$ cat config.mk
export PLATFORM = sky130hd
export DESIGN_NAME = maxpool2x2_stream
export DESIGN_NICKNAME = d
export VERILOG_FILES = /design/src/rtl/maxpool2x2_stream.sv
export SDC_FILE = /design/constraint.sdc
export NUM_CORES = 1
export LEC_CHECK = 0
export CAP_MARGIN = 10
export CORE_ASPECT_RATIO = 0.8
export CORE_MARGIN = 1.5
export CORE_UTILIZATION = 31
export DETAILED_ROUTE_END_ITERATION = 16
export GPL_ROUTABILITY_DRIVEN = 0
export PLACE_DENSITY = 0.43
export SYNTH_ARGS = -nofsm -noshare
export SYNTH_HDL_FRONTEND = slang
export SYNTH_SLANG_ARGS = --single-unit
export TNS_END_PERCENT = 5
$ cat constraint.sdc
create_clock -name clk -period 8.5 [get_ports clk]
set_input_delay 0.85 -clock clk [delete_from_list [all_inputs] [get_ports clk]]
set_output_delay 0.85 -clock clk [all_outputs]
set_load 0.02 [all_outputs]
$ cat src/rtl/maxpool2x2_stream.sv
// Streaming 2x2 stride-2 signed max-pool over raster-ordered pixels with a half-row line buffer.
// Optional build macro MAXPOOL_AVG_EN adds avg_mode (per-frame 2x2 average instead of max).
module maxpool2x2_stream #(
    parameter int DATA_WIDTH = 32,
    parameter int IMG_W      = 8,
    parameter int IMG_H      = 8
) (
    input  logic                         clk,
    input  logic                         rst,
    input  logic signed [DATA_WIDTH-1:0] in_data,
    input  logic                         in_valid,
    output logic                         in_ready,
    output logic signed [DATA_WIDTH-1:0] out_data,
    output logic                         out_valid,
    input  logic                         out_ready,
    output logic                         out_last
`ifdef MAXPOOL_AVG_EN
    ,
    input  logic                         avg_mode
`endif
);

    localparam int CW    = $clog2(IMG_W);
    localparam int RW    = $clog2(IMG_H);
    localparam int DEPTH = IMG_W / 2;
    localparam int PW    = (DEPTH > 1) ? $clog2(DEPTH) : 1;
`ifdef MAXPOOL_AVG_EN
    localparam int BW    = DATA_WIDTH + 1;
    localparam int SW    = BW + 1;
`else
    localparam int BW    = DATA_WIDTH;
`endif

    logic [CW-1:0]                col_q, col_d;
    logic [RW-1:0]                row_q, row_d;
    logic signed [DATA_WIDTH-1:0] pair_hold_q, pair_hold_d;
    logic signed [DATA_WIDTH-1:0] out_data_q, out_data_d;
    logic                         out_valid_q, out_valid_d;
    logic                         out_last_q, out_last_d;
    logic signed [BW-1:0]         lbuf_q [DEPTH];

    logic                         accept;
    logic                         lb_we;
    logic [PW-1:0]                pair_idx;
    logic signed [DATA_WIDTH-1:0] pair_max;
    logic signed [BW-1:0]         pair_w;
    logic signed [BW-1:0]         buf_rd;
    logic signed [BW-1:0]         win_max;
    logic signed [DATA_WIDTH-1:0] result;
`ifdef MAXPOOL_AVG_EN
    logic                         avg_q, avg_d;
    logic signed [SW-1:0]         sum4;
`endif

    assign in_ready  = !out_valid_q || out_ready;
    assign accept    = in_valid && in_ready;
    assign pair_idx  = PW'(col_q >> 1);
    assign out_data  = out_data_q;
    assign out_valid = out_valid_q;
    assign out_last  = out_last_q;

    // Datapath: horizontal pair from the held even-column pixel, then vertical merge with the buffer.
    always_comb begin
        pair_max = (in_data > pair_hold_q) ? in_data : pair_hold_q;
`ifdef MAXPOOL_AVG_EN
        pair_w   = avg_q ? (BW'(in_data) + BW'(pair_hold_q)) : BW'(pair_max);
`else
        pair_w   = pair_max;
`endif
        buf_rd   = lbuf_q[pair_idx];
        win_max  = (buf_rd > pair_w) ? buf_rd : pair_w;
        result   = DATA_WIDTH'(win_max);
`ifdef MAXPOOL_AVG_EN
        sum4     = SW'(buf_rd) + SW'(pair_w);
        if (avg_q) begin
            result = DATA_WIDTH'(sum4 >>> 2);
        end
`endif
    end

    always_comb begin
        // NOTE: every combinational output gets a default first so no path leaves it unassigned (no latch).
        col_d       = col_q;
        row_d       = row_q;
        pair_hold_d = pair_hold_q;
        out_data_d  = out_data_q;
        out_valid_d = out_valid_q;
        out_last_d  = out_last_q;
        lb_we       = 1'b0;
`ifdef MAXPOOL_AVG_EN
        avg_d       = avg_q;
`endif
        if (out_valid_q && out_ready) begin
            out_valid_d = 1'b0;
            out_last_d  = 1'b0;
        end
        if (accept) begin
            if (col_q == CW'(IMG_W - 1)) begin
                col_d = '0;
                row_d = (row_q == RW'(IMG_H - 1)) ? '0 : row_q + RW'(1);
            end else begin
                col_d = col_q + CW'(1);
            end
            if (!col_q[0]) begin
                pair_hold_d = in_data;
`ifdef MAXPOOL_AVG_EN
                if (col_q == '0 && row_q == '0) begin
                    avg_d = avg_mode;
                end
`endif
            end else if (!row_q[0]) begin
                lb_we = 1'b1;
            end else begin
                // A new result may overwrite a beat consumed this same cycle: no bubble.
                out_data_d  = result;
                out_valid_d = 1'b1;
                out_last_d  = (row_q == RW'(IMG_H - 1)) && (col_q == CW'(IMG_W - 1));
            end
        end
    end

    // NOTE: sequential state uses non-blocking assignments so all registers update together.
    always_ff @(posedge clk) begin
        if (rst) begin
            col_q       <= '0;
            row_q       <= '0;
            pair_hold_q <= '0;
            out_data_q  <= '0;
            out_valid_q <= 1'b0;
            out_last_q  <= 1'b0;
`ifdef MAXPOOL_AVG_EN
            avg_q       <= 1'b0;
`endif
        end else begin
            col_q       <= col_d;
            row_q       <= row_d;
            pair_hold_q <= pair_hold_d;
            out_data_q  <= out_data_d;
            out_valid_q <= out_valid_d;
            out_last_q  <= out_last_d;
`ifdef MAXPOOL_AVG_EN
            avg_q       <= avg_d;
`endif
        end
    end

    // NOTE: the line buffer is not reset; every entry is written on an even row before an odd row reads it.
    always_ff @(posedge clk) begin
        if (lb_we) begin
            lbuf_q[pair_idx] <= pair_w;
        end
    end

endmodule
==> run metrics <==
final wirelength=27700 um; number of flops mapped to enable cells by yosys=between 100 and 150; CTS resizes=0; hold_buf cts=0; crit path max fanout=29; commonest register cell after synthesis=edfxtp_1; setup bufs post-CTS=0; most common cell after layout, fill and taps aside=edfxtp_1; syn_nets=974; CTS buffer count=24; Seq/Total Area, Yosys=0.530; Final TNS setup=0 ns; ys async rst share=0; RSZ-0062 raised after global routing=false; DRC=0; largest net degree at the start of global routing=between 40 and 50; Warnings, synthesis=0; Clk pin slew, worst setup/hold paths=0.06 ns; core area=between 30000 and 40000 um2; initial antenna violation count=0; ANT nets after route=0; Placed Cells=approximately 1300; Final setup viols=0; Inserted Diodes=0; Post-Layout Cell Count=1371; Slew HR=0.392; Area contributors post-synth=edfxtp_1, dfxtp_1, ha_1; number of distinct library cells after synthesis=47; starting density of the core=0.318; worst path arrival time=6.72 ns; Post-Syn Area=between 10000 and 15000 um2; Avg Synthesized Cell Area=11.6 um2; row cnt=58; GRT overflow=0; Finished Cell Area=roughly 12000 um2; post-synthesis cell count=870; DRT Pass-1 Iters=7; kind of critical path=in -> reg; final hold viol count=0; clock tree buffer depth=3; CP startpoint kind=primary input; total track usage=0.170; DP Area=~11000 um2; status=finished clean; area leader, netlist=edfxtp_1; worst-margin pin slew=0.905 ns; Tmin final=6.28 ns; total number of vias=6795; Worst Path Required=~9 ns; num ports=slightly above 70; first-pass GRT wire length=between 40000 and 50000 um; Max Fclk=159 MHz; Synth top area share=0.382; max-cap viol count=0; drt wl/cell=20.2 um; Port Buffers=70; fin nets=1037; CTS tree=done; DP HPWL=18700 um; DR iter-0 viols=334; Critical Path Sink Type=flop; clock skew=0.0161 ns; R2R depth=19; die area=33500 um2; power consumption=0.00258 W; layout cells sized above 1=0.170; Sink Count=approximately 200; fin util=0.381; period utilization=0.739; PD cells=roughly 210 nW/um2; CTS root buffer=clkbuf_16; leakage power=between 4 and 5 nW; area delta synth->final=19.8%; vias in the first global route=6889; Worst-Skew Late Latency=approximately 0.53 ns; die extent in y=164 um; # fillers=3112; HP Class=reg -> reg; hold path cells=2; Seq cells post-synth=202; Worst VDD drop=0.141 mV; pins over their slew limit=0; most frequent cells in the layout=edfxtp_1, a21oi_1, nand2_1, dfxtp_1, clkdlybuf4s50_1; Die X=204 um; CTS HTree Levels=1; via-per-instance ratio=4.96
## critical path, stage by stage
cell	delay (ns)
clkdlybuf4s50_1	0.50
ha_1	0.35
and2_0	0.18
a221o_1	0.32
a221oi_2	0.31
o21ai_2	0.12
a32oi_4	0.55
buf_4	0.51
and3_1	0.24
nor2_1	0.07
ha_1	0.33
a21oi_1	0.22
a21oi_1	0.12
o311ai_0	0.37
and4_4	0.32
mux2i_4	0.49
buf_4	0.43
a21oi_1	0.14
a211oi_2	0.23
## cell usage after synthesis (32+ instances only)
cell      instances
edfxtp_1        128
a21oi_1          91
nand2_1          82
dfxtp_1          74
nor2_1           69
ha_1             68
inv_1            66
clkbuf_1         33
o21ai_1          33
and3_1           32
mux4_2           32
## state kept, by name, summed over array words and instances (netlist names), named ones only
| name | flops |
|---|---|
| col_q | 3 |
| lbuf_q | 128 |
| out_data | 32 |
| out_last | 1 |
| out_valid | 1 |
| pair_hold_q | 32 |
| row_q | 3 |
## stage by stage
| stage | worst slack (ns) | hold WS (ns) |
|---|---|---|
| floorplan | 2.96 | 0.436 |
| global placement | 1.75 | 0.443 |
| finish | 2.22 | 0.454 |
| CTS | 2.17 | 0.454 |
| global route | 1.78 | 0.469 |
| detailed placement | 1.66 | 0.446 |
## path summary, 6_finish.rpt
path / end / startpoint / slack [ns]
worst max-delay path: out_data[2] / in_data[19] / 2.22
worst min-delay path: pair_hold_q[27] / pair_hold_q[27] / 0.45
worst max register to register: out_data[2] / pair_hold_q[17] / 2.71
worst min register to register: pair_hold_q[27] / pair_hold_q[27] / 0.45
## power breakdown
| group | total (W) | internal [W] | switching, W |
|---|---|---|---|
| combinational | 0.000373 | 0.000130 | 0.000243 |
| clock | 0.00112 | 0.000708 | 0.000415 |
| sequential | 0.00108 | 0.00108 | 0.00000837 |
| total | 0.00258 | 0.00191 | 0.000666 |
## cells by family (layout without fill, tap and decap cells)
kind of cell / Yosys count / in the layout / synth area share
buf+inv: 116 / 197 / 0.0497
fa+ha+maj: 68 / 68 / 0.0847
compound gates: 220 / 220 / 0.155
flops: 202 / 202 / 0.530
mux: 34 / 34 / 0.0751
simple gates: 230 / 230 / 0.106
## final cells by class
class	count	area, um2	area share
clock buffer	32	672	0.0558
clock inverter	12	198	0.0164
inverter	66	248	0.0206
multi-input combinational	552	4250	0.353
sequential	202	5330	0.442
tap	420	526	0.0436
timing repair buffer	87	826	0.0686
## routing by layer
layer,global-route usage,share of wire,up-vias
li1,-,-,3327
met1,0.249,0.51,3323
met2,0.266,0.44,107
met3,0.0202,0.031,38
met4,0.0414,0.021,0
met5,0,0,-
Note: power is estimated with default switching activity, not from simulation.
